### src/rtl/cpu_pkg.sv
// Shared CPU constants and the occupancy encoding used by the output-port FIFO.
package cpu_pkg;
    localparam int WORD_W         = 32;
    localparam int OUT_FIFO_DEPTH = 4;

    typedef enum logic [1:0] {
        OCC_EMPTY   = 2'd0,
        OCC_PARTIAL = 2'd1,
        OCC_FULL    = 2'd2
    } occ_state_e;
endpackage

### src/rtl/out_port_fifo_if.sv
// CPU-to-device bundle for the output port: write strobe and bus word in, handshake and status out.
interface out_port_fifo_if import cpu_pkg::*; #(
    parameter int WIDTH = WORD_W,
    parameter int DEPTH = OUT_FIFO_DEPTH,
    localparam int CNT_W = $clog2(DEPTH) + 1
);
    logic             OutPortin;
    logic [WIDTH-1:0] BusMuxOut;
    logic             port_full;
    logic             port_empty;
    logic [CNT_W-1:0] port_count;
    logic [WIDTH-1:0] out_data;
    logic             out_valid;
    logic             out_ready;
    logic             overflow;
    logic [WIDTH-1:0] last_value;

    modport slave (
        input  OutPortin, BusMuxOut, out_ready,
        output port_full, port_empty, port_count, out_data, out_valid, overflow, last_value
    );

    modport master (
        output OutPortin, BusMuxOut, out_ready,
        input  port_full, port_empty, port_count, out_data, out_valid, overflow, last_value
    );
endinterface

### src/rtl/out_port_fifo_sync_fifo.sv
// Circular-buffer FIFO; full/empty come from the registered occupancy state, not pointer compare.
module sync_fifo import cpu_pkg::*; #(
    parameter int WIDTH = WORD_W,
    parameter int DEPTH = OUT_FIFO_DEPTH,
    localparam int PTR_W = $clog2(DEPTH),
    localparam int CNT_W = $clog2(DEPTH) + 1
) (
    input  logic             clock,
    input  logic             clear,
    input  logic             push,
    input  logic             pop,
    input  logic [WIDTH-1:0] wdata,
    output logic [WIDTH-1:0] rdata,
    output logic [CNT_W-1:0] count,
    output logic             full,
    output logic             empty
);
    logic [WIDTH-1:0] mem_r [DEPTH];
    logic [PTR_W-1:0] wr_ptr_r;
    logic [PTR_W-1:0] rd_ptr_r;
    logic [CNT_W-1:0] count_r;
    logic [CNT_W-1:0] count_next_s;
    occ_state_e       state_r;

    // Next occupancy; callers guarantee no push when full without pop and no pop when empty.
    always_comb begin
        count_next_s = count_r;
        if (push && !pop) begin
            count_next_s = count_r + CNT_W'(1);
        end else if (pop && !push) begin
            count_next_s = count_r - CNT_W'(1);
        end else begin
            count_next_s = count_r;
        end
    end

    // Pointers, count and occupancy state.
    always_ff @(posedge clock) begin
        if (!clear) begin
            wr_ptr_r <= {PTR_W{1'b0}};
            rd_ptr_r <= {PTR_W{1'b0}};
            count_r  <= {CNT_W{1'b0}};
            state_r  <= OCC_EMPTY;
        end else begin
            if (push) wr_ptr_r <= wr_ptr_r + PTR_W'(1);
            if (pop)  rd_ptr_r <= rd_ptr_r + PTR_W'(1);
            count_r <= count_next_s;
            case (state_r)
                OCC_EMPTY:   state_r <= push ? OCC_PARTIAL : OCC_EMPTY;
                OCC_PARTIAL: begin
                    if (count_next_s == CNT_W'(DEPTH))          state_r <= OCC_FULL;
                    else if (count_next_s == {CNT_W{1'b0}})     state_r <= OCC_EMPTY;
                    else                                        state_r <= OCC_PARTIAL;
                end
                OCC_FULL:    state_r <= (pop && !push) ? OCC_PARTIAL : OCC_FULL;
                default:     state_r <= OCC_EMPTY;
            endcase
        end
    end

    // Storage is never cleared: stale words are unreachable while the FIFO is empty.
    always_ff @(posedge clock) begin
        if (push) mem_r[wr_ptr_r] <= wdata;
    end

    assign rdata = mem_r[rd_ptr_r];
    assign count = count_r;
    assign full  = (state_r == OCC_FULL);
    assign empty = (state_r == OCC_EMPTY);
endmodule

### src/rtl/out_port_fifo.sv
// CPU output port: qualifies out-instruction writes into a small FIFO toward the device,
// flags dropped writes and keeps the last accepted word for the display.
module out_port_fifo import cpu_pkg::*; #(
    parameter int WIDTH = WORD_W,
    parameter int DEPTH = OUT_FIFO_DEPTH,
    localparam int CNT_W = $clog2(DEPTH) + 1
) (
    input  logic          clock,
    input  logic          clear,
    out_port_fifo_if.slave bus
);
    logic             push_s;
    logic             pop_s;
    logic             full_s;
    logic             empty_s;
    logic [CNT_W-1:0] count_s;
    logic [WIDTH-1:0] rdata_s;
    logic             overflow_r;
    logic [WIDTH-1:0] last_value_r;

    // A write into a full FIFO still lands when the head drains in the same cycle.
    assign pop_s  = !empty_s && bus.out_ready;
    assign push_s = bus.OutPortin && (!full_s || pop_s);

    sync_fifo #(.WIDTH(WIDTH), .DEPTH(DEPTH)) u_fifo (
        .clock (clock),
        .clear (clear),
        .push  (push_s),
        .pop   (pop_s),
        .wdata (bus.BusMuxOut),
        .rdata (rdata_s),
        .count (count_s),
        .full  (full_s),
        .empty (empty_s)
    );

    // Sticky drop flag and display register.
    always_ff @(posedge clock) begin
        if (!clear) begin
            overflow_r   <= 1'b0;
            last_value_r <= {WIDTH{1'b0}};
        end else begin
            if (bus.OutPortin && !push_s) overflow_r <= 1'b1;
            if (push_s) last_value_r <= bus.BusMuxOut;
        end
    end

    assign bus.port_full  = full_s;
    assign bus.port_empty = empty_s;
    assign bus.port_count = count_s;
    assign bus.out_data   = rdata_s;
    assign bus.out_valid  = !empty_s;
    assign bus.overflow   = overflow_r;
    assign bus.last_value = last_value_r;
endmodule

### src/flat_wrapper.sv
// flat-port wrapper written by rule: the top's interface ports become plain ports
module out_port_fifo_flat import cpu_pkg::*;
#(
    parameter int WIDTH = WORD_W,
    parameter int DEPTH = OUT_FIFO_DEPTH,
    localparam int CNT_W = $clog2(DEPTH) + 1
)
  (clock, clear, bus_OutPortin, bus_BusMuxOut, bus_out_ready, bus_port_full, bus_port_empty, bus_port_count, bus_out_data, bus_out_valid, bus_overflow, bus_last_value);
  out_port_fifo_if #(.WIDTH(WIDTH), .DEPTH(DEPTH)) bus_i ();
  input  logic clock;
  input  logic clear;
  input wire logic [$bits(bus_i.OutPortin)-1:0] bus_OutPortin;
  input wire logic [$bits(bus_i.BusMuxOut)-1:0] bus_BusMuxOut;
  input wire logic [$bits(bus_i.out_ready)-1:0] bus_out_ready;
  output wire logic [$bits(bus_i.port_full)-1:0] bus_port_full;
  output wire logic [$bits(bus_i.port_empty)-1:0] bus_port_empty;
  output wire logic [$bits(bus_i.port_count)-1:0] bus_port_count;
  output wire logic [$bits(bus_i.out_data)-1:0] bus_out_data;
  output wire logic [$bits(bus_i.out_valid)-1:0] bus_out_valid;
  output wire logic [$bits(bus_i.overflow)-1:0] bus_overflow;
  output wire logic [$bits(bus_i.last_value)-1:0] bus_last_value;
  assign bus_i.OutPortin = bus_OutPortin;
  assign bus_i.BusMuxOut = bus_BusMuxOut;
  assign bus_i.out_ready = bus_out_ready;
  assign bus_port_full = bus_i.port_full;
  assign bus_port_empty = bus_i.port_empty;
  assign bus_port_count = bus_i.port_count;
  assign bus_out_data = bus_i.out_data;
  assign bus_out_valid = bus_i.out_valid;
  assign bus_overflow = bus_i.overflow;
  assign bus_last_value = bus_i.last_value;
  out_port_fifo #(.WIDTH(WIDTH), .DEPTH(DEPTH)) u_core (.clock(clock), .clear(clear), .bus(bus_i));
endmodule
### config.mk
export PLATFORM = sky130hd
export DESIGN_NAME = out_port_fifo_flat
export DESIGN_NICKNAME = d
export VERILOG_FILES = /design/src/rtl/cpu_pkg.sv /design/src/rtl/out_port_fifo_if.sv /design/src/rtl/out_port_fifo_sync_fifo.sv /design/src/rtl/out_port_fifo.sv /design/src/flat_wrapper.sv
export SDC_FILE = /design/constraint.sdc
export NUM_CORES = 1
export LEC_CHECK = 0
export ABC_AREA = 1
export BUFFER_PORTS_ARGS = -buffer_cell sky130_fd_sc_hd__buf_2
export CELL_PAD_IN_SITES_DETAIL_PLACEMENT = 1
export CELL_PAD_IN_SITES_GLOBAL_PLACEMENT = 1
export CORE_AREA = 2 2 124 126
export CTS_CLUSTER_DIAMETER = 200
export DETAILED_ROUTE_END_ITERATION = 7
export DIE_AREA = 0 0 126 128
export PLACE_DENSITY_LB_ADDON = 0.1
export REMOVE_ABC_BUFFERS = 1
export SLEW_MARGIN = 20
export SYNTH_ARGS = -nofsm -noshare
export SYNTH_HDL_FRONTEND = slang
export SYNTH_SLANG_ARGS = --single-unit
### constraint.sdc
create_clock -name clock -period 7.5 [get_ports clock]
set_input_delay 0.75 -clock clock [delete_from_list [all_inputs] [get_ports clock]]
set_output_delay 0.75 -clock clock [all_outputs]
set_load 0.005 [all_outputs]
==> impl_metrics.py, run 1 <==
metrics = {
    "layout": {
        "nets": 692,
        "final_layout_size_suffix_gt1_share_pct": 23.0,
        "area_delta_synth_final_pct": 20.7,
        "antenna_cells": 0,
        "fin_util_pct": 52.7,
        "nFillCells": 1617,
    },
    "pwr": {
        "p_leak_nw": 3.01,
        "netSwitchingPower_mw": 0.496,
        "comb_power_share_pct": 10.1,
        "power_frac_seq_pct": 52.0,
        "p_int_mw": 1.62,
        "ir_drop_uv": 166,
        "switching_share_pct": 23.4,
        "power_frac_clock_pct": 37.8,
        "powerDensity_nw_per_um2": 270,
    },
    "worst_setup_path": {
        "r2r_setup_slack_ns": 5.07,
        "setup.worst_path.end": "bus_out_data[18]",
        "required_ns": 6.75,
        "r2r_cells": 5,
        "r2r_end": "u_core.u_fifo.mem_r[2][21]",
        "worst_setup_path_start_kind": "flip-flop",
        "worstSetupEndpointType": "output port",
        "critical_path_class": "reg -> out",
        "critical_path.max_fanout": 33,
        "worstPathArrival_ns": 2.97,
        "reg2reg_from": "u_core.u_fifo.state_r[0]",
    },
    "yosys": {
        "ys_types": 26,
        "synth_seq_area_share_pct": 72.7,
        "yosysWarnings": 0,
        "synthCells": 549,
        "syn_area_sq_um": 6490,
        "avgSynthCellArea_sq_um": 11.8,
        "synth_edf_count": 128,
        "yosysTopAreaCell": "edfxtp_1",
        "netlist.area_leader.share_pct": 59.2,
        "synthFlopType": "edfxtp_1",
        "yosys-top-cells-area": "edfxtp_1 (59%), dfxtp_1 (14%), nor2_1 (8.1%)",
        "ys_ff_latch": 172,
        "ys_async_sr_fraction_pct": 0,
    },
    "run_status": {
        "status": "finished clean",
    },
    "cts": {
        "cts_tree": "built",
        "cts_max_level": 4,
        "postCtsSetupBuffers": 0,
        "cts_made_buffers": 17,
        "cts-root-buf": "clkbuf_16",
        "clk_pin_slew_ns": 0.06,
        "cts.repair.resized": 0,
        "ctsHoldBuffers": 0,
        "clk_path_buf_depth": 2,
        "worst_skew_pair.late_latency_ns": 0.42,
        "cts_sinks": 172,
    },
    "timing": {
        "max_freq_mhz": 269,
        "period_needed_ns": 3.72,
        "setup_viol": 0,
        "final_max_slew_viol_count": 0,
        "period_share_pct": 49.6,
        "hold_viol_final": 0,
        "setup_tns_ns": 0,
        "hold_ws_ns": 0.471,
        "rsz0062_at_grt": "no",
        "slew_headroom_pct": 29.5,
        "finClkSkew_ns": 0.00568,
        "worst_pin_slew_ns": 1.05,
    },
    "global_routing": {
        "grt_max_degree": 66,
        "grt_pass1_wl_um": 24700,
        "grt_use_total_pct": 20.1,
        "antenna_found_initial": 0,
        "overflow": 0,
        "grt_pass1_vias": 4677,
    },
    "placed_design": {
        "place_congestion": 0.737,
        "dpl.hpwl_um": 9150,
        "portBuffers": 106,
    },
    "floorplan": {
        "initial_core_util_pct": 43.7,
        "core-area_sq_um": 14900,
        "dieWidth_um": 126,
        "io_pins": 107,
        "die_h_um": 128,
        "fp-row-count": 45,
        "dieArea_sq_um": 16100,
    },
    "drt": {
        "viasPerCell": 5.29,
        "firstDrtPassIters": 4,
        "via_count": 4495,
        "drc": 0,
        "drt-initial-drc-count": 283,
        "avgRoutedWirePerCell_um": 18.2,
        "ant_nets": 0,
        "wl_um": 15500,
    },
    "job": {
        "cap_violations": 0,
    },
    "hold_path": {
        "hp-class": "reg -> reg",
    },
}
cell type report:
type | count | area [sq um] | area share [%]
Multi-Input combinational cell | 325 | 1590 | 20.3
Sequential cell | 172 | 4730 | 60.3
Clock buffer | 26 | 479 | 6.11
Clock inverter | 5 | 46.3 | 0.590
Timing Repair Buffer | 111 | 668 | 8.52
Inverter | 23 | 87.6 | 1.12
Tap cell | 188 | 235 | 3.00
kinds of logic (layout without fill, tap and decap cells):
kind of cell / after synthesis / count (layout) / synth area share, %
adders and majority gates: 6 / 6 / 1.16
and+or+nand+nor: 176 / 176 / 11.0
AOI/OAI and AO/OA: 141 / 141 / 11.6
xor gates and xnor gates: 2 / 2 / 0.270
DFF: 172 / 172 / 72.7
buffers and inverters: 52 / 165 / 3.18
metrics by stage:
| stage | instances | setup WS [ns] | power, mW | area [sq um] |
|---|---|---|---|---|
| after detailed placement | 816 | 4.06 | 1.34 | 7230 |
| final | 850 | 3.78 | 2.12 | 7840 |
| after CTS | 847 | 3.56 | 2.13 | 7750 |
| after global placement | 814 | 3.95 | 1.32 | 7170 |
| after floorplan | 520 | 3.80 | 1.22 | 6370 |
| after global routing | 850 | 3.48 | 2.21 | 7840 |
layer usage:
metal	global-route usage, %	vias up	wire length (um)
met5	0	-	0
met4	6.46	0	161
met3	5.55	14	721
met2	34.2	103	7640
met1	25.2	2247	6970
li1	-	2131	-
flip-flops by register name (all words and copies together) (netlist names), named ones only:
register / count
u_core.u_fifo.wr_ptr_r: 2
u_core.u_fifo.state_r: 2
u_core.bus.overflow: 1
u_core.u_fifo.count: 3
u_core.u_fifo.mem_r: 128
u_core.u_fifo.rd_ptr_r: 2
u_core.bus.last_value: 32
power by group through the flow:
stage	sequential, mW	clock, mW	combinational [mW]
2_1_floorplan	1.12	0	0.104
3_5_place_dp	1.12	0	0.212
5_1_grt	1.11	0.856	0.244
6_report	1.10	0.802	0.215
3_3_place_gp	1.12	0	0.203
4_1_cts	1.10	0.816	0.213
synth_stat cells (2+ instances only):
cell type,count
nor2_1,140
edfxtp_1,128
o21ai_0,98
dfxtp_1,44
o22ai_1,33
nand2_1,24
inv_1,19
clkbuf_1,17
buf_2,9
ha_1,6
a21oi_1,5
nand3_1,4
buf_1,3
inv_2,3
a21oi_2,2
nor2_2,2
nor2_4,2
o21ai_1,2
worst max-delay path, cell delays in order (launching register included):
cell and delay [ns]:
dfxtp_2 0.76, clkinv_1 1.04, o21ai_0 0.40, o22ai_1 0.17
buf_2 0.16
worst min path at each step:
stage,start,to,slack (ns),cells after the start
floorplan,u_core.u_fifo.rd_ptr_r[0],flip-flop,0.44,1
detailed placement,u_core.bus.overflow,u_core.bus.overflow,0.47,2
global placement,u_core.u_fifo.rd_ptr_r[0],u_core.u_fifo.rd_ptr_r[0],0.45,1
CTS,u_core.bus.overflow,u_core.bus.overflow,0.48,2
finish,u_core.bus.overflow,u_core.bus.overflow,0.47,2
global route,u_core.u_fifo.rd_ptr_r[0],flip-flop,0.51,1
cells in the final DEF (no fill, tap or decap), types with 5 or more instances in the layout:
| cell type | instances |
|---|---|
| clkbuf_16 | 17 |
| nand2_1 | 24 |
| clkbuf_1 | 7 |
| inv_1 | 18 |
| buf_16 | 5 |
| dfxtp_1 | 42 |
| nor2_4 | 6 |
| o21ai_0 | 98 |
| buf_2 | 106 |
| ha_1 | 6 |
| a21oi_1 | 5 |
| o22ai_1 | 33 |
| nor2_1 | 136 |
| edfxtp_1 | 128 |
No activity file was read; power rests on OpenSTA's default activity.
==> inputs of run 2 (changes only) <==
--- a/config.mk
+++ b/config.mk
@@ -9,10 +9,10 @@
 export BUFFER_PORTS_ARGS = -buffer_cell sky130_fd_sc_hd__buf_2
 export CELL_PAD_IN_SITES_DETAIL_PLACEMENT = 1
 export CELL_PAD_IN_SITES_GLOBAL_PLACEMENT = 1
-export CORE_AREA = 2 2 124 126
+export CORE_AREA = 2 2 131 133
 export CTS_CLUSTER_DIAMETER = 200
 export DETAILED_ROUTE_END_ITERATION = 7
-export DIE_AREA = 0 0 126 128
+export DIE_AREA = 0 0 133 135
 export PLACE_DENSITY_LB_ADDON = 0.1
 export REMOVE_ABC_BUFFERS = 1
 export SLEW_MARGIN = 20
==> constraint.sdc (replaced) <==
create_clock -name clock -period 3.1 [get_ports clock]
set_input_delay 0.31 -clock clock [delete_from_list [all_inputs] [get_ports clock]]
set_output_delay 0.31 -clock clock [all_outputs]
set_load 0.005 [all_outputs]
==> impl_metrics.py, run 2 (same netlist as run 1, synthesis figures left out) <==
metrics = {
    "run_status": {
        "status": "finished clean",
    },
    "cts": {
        "cts.repair.resized": 0,
        "cts_made_buffers": 17,
        "cts_max_level": 4,
        "clk_pin_slew_ns": 0.06,
        "postCtsSetupBuffers": 0,
        "cts-root-buf": "clkbuf_16",
        "ctsHoldBuffers": 0,
        "worst_skew_pair.late_latency_ns": 0.43,
        "cts_sinks": 172,
        "cts_tree": "built",
        "clk_path_buf_depth": 2,
    },
    "drt": {
        "via_count": 4508,
        "drc": 0,
        "wl_um": 16200,
        "avgRoutedWirePerCell_um": 18.2,
        "drt-initial-drc-count": 257,
        "viasPerCell": 5.08,
        "ant_nets": 0,
        "firstDrtPassIters": 4,
    },
    "worst_setup_path": {
        "required_ns": 2.79,
        "worstSetupEndpointType": "output port",
        "critical_path.max_fanout": 32,
        "worst_setup_path_start_kind": "flip-flop",
        "critical_path_class": "reg -> out",
        "worstPathArrival_ns": 2.27,
    },
    "timing": {
        "rsz0062_at_grt": "no",
        "worst_pin_slew_ns": 1.05,
        "period_needed_ns": 2.58,
        "setup_viol": 0,
        "finClkSkew_ns": 0.00574,
        "max_freq_mhz": 387,
        "slew_headroom_pct": 29.3,
        "hold_viol_final": 0,
        "hold_ws_ns": 0.113,
        "period_share_pct": 83.4,
        "final_max_slew_viol_count": 0,
    },
    "pwr": {
        "p_int_mw": 4.22,
        "powerDensity_nw_per_um2": 689,
        "comb_power_share_pct": 9.9,
        "ir_drop_uv": 393,
        "power_frac_clock_pct": 41.8,
        "netSwitchingPower_mw": 1.26,
        "power_frac_seq_pct": 48.3,
        "switching_share_pct": 23.0,
        "p_leak_nw": 3.07,
    },
    "global_routing": {
        "grt_use_total_pct": 18.7,
        "grt_pass1_wl_um": 25300,
        "grt_max_degree": 65,
        "grt_pass1_vias": 4670,
        "overflow": 0,
        "antenna_found_initial": 0,
    },
    "placed_design": {
        "dpl.hpwl_um": 9970,
        "portBuffers": 106,
        "place_congestion": 0.709,
        "place_area_sq_um": 7310,
    },
    "layout": {
        "final_area_sq_um": 7960,
        "nets": 697,
        "largest_register_ffs": 128,
        "fin_util_pct": 48.5,
        "final_layout_size_suffix_gt1_share_pct": 25.1,
        "area_delta_synth_final_pct": 22.5,
        "top_register": "u_core.u_fifo.mem_r",
        "final_common_cell": "nor2_1",
        "layout_common_cells": "nor2_1 (136), edfxtp_1 (128), buf_2 (106)",
        "antenna_cells": 0,
    },
    "hold_path": {
        "hp-class": "in -> reg",
    },
    "floorplan": {
        "io_pins": 107,
        "die_h_um": 135,
        "dieWidth_um": 133,
        "initial_core_util_pct": 39.6,
        "fp-row-count": 47,
        "dieArea_sq_um": 18000,
        "core-area_sq_um": 16400,
    },
    "job": {
        "cap_violations": 0,
    },
}
run 2: changes by cell type in the layout (fill, tap and decap cells not counted):
cell,delta
buf_12,+2
buf_16,-5
buf_4,+8
bufinv_16,+3
clkbuf_1,-7
clkbuf_8,+2
clkinv_1,-3
clkinv_2,+2
clkinv_4,+1
clkinvlp_4,+2
dfxtp_2,+1
dfxtp_4,-1
inv_2,+1
run 2: metal layers:
metal / track usage (%) / vias to the layer above / share of wire (%)
met2: 32.5 / 102 / 50
li1: - / 2145 / -
met3: 4.24 / 23 / 4.1
met5: 0 / - / 0
met1: 22.8 / 2238 / 44
met4: 7.35 / 0 / 1.8
run 2: worst paths after layout:
check | startpoint | endpoint | slack (ns) | depth (start not counted)
worst max-delay path | flip-flop | bus_out_data[29] | 0.52 | 4
worst min-delay path | bus_BusMuxOut[21] | u_core.u_fifo.mem_r[3][21] | 0.11 | 1
worst min register to register | u_core.bus.last_value[22] | u_core.bus.last_value[22] | 0.48 | 2
worst max register to register | u_core.u_fifo.state_r[1] | u_core.u_fifo.mem_r[2][17] | 1.00 | 6
run 2: layout make-up:
class	count	area, sq um
Multi-Input combinational cell	325	1590
Sequential cell	172	4730
Timing Repair Buffer	116	631
Tap cell	220	275
Clock inverter	11	164
Fill cell	1722	8450
Clock buffer	21	480
Inverter	23	86.3
run 2: power by group through the flow:
| stage | clock network [mW] | logic, mW | registers [mW] |
|---|---|---|---|
| 2_1_floorplan | 0 | 0.252 | 2.71 |
| 3_3_place_gp | 0 | 0.539 | 2.69 |
| 3_5_place_dp | 0 | 0.555 | 2.69 |
| 4_1_cts | 2.33 | 0.559 | 2.65 |
| 5_1_grt | 2.42 | 0.613 | 2.65 |
| 6_report | 2.29 | 0.543 | 2.64 |
run 2: metrics by stage:
stage | TNS [ns] | worst slack (ns) | power, mW | instances
floorplan | -5.00 | -0.156 | 2.96 | 520
global placement | 0 | 0.973 | 3.23 | 856
detailed placement | 0 | 0.892 | 3.25 | 856
CTS | 0 | 0.461 | 5.54 | 888
global route | 0 | 0.332 | 5.69 | 888
finish | 0 | 0.515 | 5.48 | 888
run 2: critical path, cell delays in order, from the launching register on:
cell      delay (ns)
dfxtp_2         0.33
clkinv_1        0.81
o21ai_0         0.39
o22ai_1         0.16
buf_2           0.16
==> inputs of run 3 (changes only) <==
==> constraint.sdc (replaced) <==
create_clock -name clock -period 2.1 [get_ports clock]
set_input_delay 0.21 -clock clock [delete_from_list [all_inputs] [get_ports clock]]
set_output_delay 0.21 -clock clock [all_outputs]
set_load 0.005 [all_outputs]
==> impl_metrics.py, run 3 (same netlist as run 1, synthesis figures left out) <==
metrics = {
    "worst_setup_path": {
        "r2r_cells": 7,
        "critPathSlowestCell": "dfxtp_2",
        "required_ns": 1.89,
        "critical_path_class": "reg -> out",
        "worstSetupEndpointType": "output port",
        "max_stage_delay_ns": 0.35,
        "r2r_setup_slack_ns": 0.21,
        "worst_setup_path_start_kind": "flip-flop",
        "worstPathArrival_ns": 1.77,
        "path_cells": "buf_4, o21ai_0, o22ai_1, buf_2",
        "critical_path.max_fanout": 32,
    },
    "drt": {
        "viasPerCell": 5.03,
        "ant_nets": 0,
        "drt-initial-drc-count": 202,
        "drc": 0,
        "firstDrtPassIters": 6,
        "avgRoutedWirePerCell_um": 18.2,
        "via_count": 4535,
        "wl_um": 16400,
    },
    "cts": {
        "worst_skew_pair.late_latency_ns": 0.43,
        "cts_sinks": 172,
        "cts_made_buffers": 17,
        "cts_max_level": 4,
        "cts_tree": "built",
        "clk_pin_slew_ns": 0.06,
        "clk_path_buf_depth": 2,
        "cts-root-buf": "clkbuf_16",
        "postCtsSetupBuffers": 0,
    },
    "timing": {
        "rsz0062_at_grt": "no",
        "fin_ws_ns": 0.120,
        "final_max_slew_viol_count": 0,
        "period_needed_ns": 1.98,
        "max_freq_mhz": 505,
        "slew_headroom_pct": 53.7,
        "worst_pin_slew_ns": 0.693,
        "hold_viol_final": 0,
        "period_share_pct": 94.3,
        "setup_viol": 0,
        "finClkSkew_ns": 0.00792,
    },
    "global_routing": {
        "use_met2_pct": 33.6,
        "busiest_layer": "met2",
        "overflow": 0,
        "antenna_found_initial": 0,
        "grt_max_degree": 43,
        "groute.layer.met3.usage_pct": 4.02,
        "grt_use_total_pct": 19.0,
        "grt_pass1_vias": 4741,
        "use_met1_pct": 22.9,
        "grt_pass1_wl_um": 25600,
    },
    "run_status": {
        "status": "finished clean",
    },
    "layout": {
        "final_layout_size_suffix_gt1_share_pct": 25.5,
        "nFillCells": 1756,
        "final_cell_count_no_fill": 902,
        "nets": 711,
        "largest_register_ffs": 128,
        "final_common_cell": "nor2_1",
        "area_delta_synth_final_pct": 25.1,
        "top_register": "u_core.u_fifo.mem_r",
        "antenna_cells": 0,
        "layout_common_cells": "nor2_1 (136), edfxtp_1 (128), buf_2 (106)",
    },
    "hold_path": {
        "hp-class": "in -> reg",
        "min_path_cells": 1,
    },
    "placed_design": {
        "place_congestion": 0.813,
        "dpl.hpwl_um": 10300,
        "portBuffers": 106,
        "dp_slack_ns": 0.194,
        "place_inst": 863,
    },
    "floorplan": {
        "die_h_um": 135,
        "dieArea_sq_um": 18000,
        "fp-row-count": 47,
        "dieWidth_um": 133,
        "io_pins": 107,
        "initial_core_util_pct": 39.6,
        "core-area_sq_um": 16400,
    },
    "pwr": {
        "p_leak_nw": 3.15,
        "ir_drop_uv": 562,
        "powerDensity_nw_per_um2": 1020,
    },
    "job": {
        "cap_violations": 0,
    },
}
[run 3: layer usage]
layer  up-vias  routed length, um
met3        24                594
li1       2173                  -
met1      2242               7170
met4         0                258
met2        96               8380
met5         -                  0
[run 3: power by group]
group | total, mW | switching, mW | internal, mW
Sequential | 3.90 | 0.0670 | 3.84
Combinational | 0.834 | 0.529 | 0.305
Clock | 3.56 | 1.28 | 2.28
[run 3: timing repair]
item,in CTS,in global routing
hold endpoints to repair,23,0
gates resized for setup,1,3
setup endpoints to repair,1,7
hold buffers,7,0
[run 3: per-stage QoR]
stage / util [%] / setup TNS (ns) / hold WS (ns) / instance area, sq um / total power [mW]
after floorplan: - / -105.08 / 0.309 / 6370 / 4.37
after CTS: 49.5 / 0 / 0.000892 / 8120 / 8.39
final: 49.5 / 0 / 0.0135 / 8120 / 8.30
after detailed placement: 44.9 / 0 / 0.446 / 7370 / 4.81
after global placement: 44.9 / 0 / 0.439 / 7370 / 4.77
after global routing: 49.5 / 0 / 0.00744 / 8120 / 8.62
[run 3: final cells by class]
class	instances	area (sq um)	area share (%)
sequential	172	4730	58.2
multi-input combinational	325	1590	19.6
timing repair buffer	130	757	9.32
clock buffer	22	495	6.10
tap	220	275	3.39
clock inverter	10	183	2.25
inverter	23	92.6	1.14
[run 3: path summary, 6_finish.rpt]
kind | startpoint | endpoint
hold reg to reg | u_core.bus.last_value[13] | u_core.bus.last_value[13]
hold / removal | bus_BusMuxOut[10] | u_core.u_fifo.mem_r[2][10]
setup reg to reg | u_core.u_fifo.state_r[1] | u_core.bus.last_value[12]
setup / recovery | flip-flop | bus_out_data[26]
[run 3: critical path: cells and delay by family (launching register included)]
| kind | cells | cell delay (ns) |
|---|---|---|
| buf+inv | 2 | 0.52 |
| compound gates | 2 | 0.45 |
| flops | 1 | 0.35 |
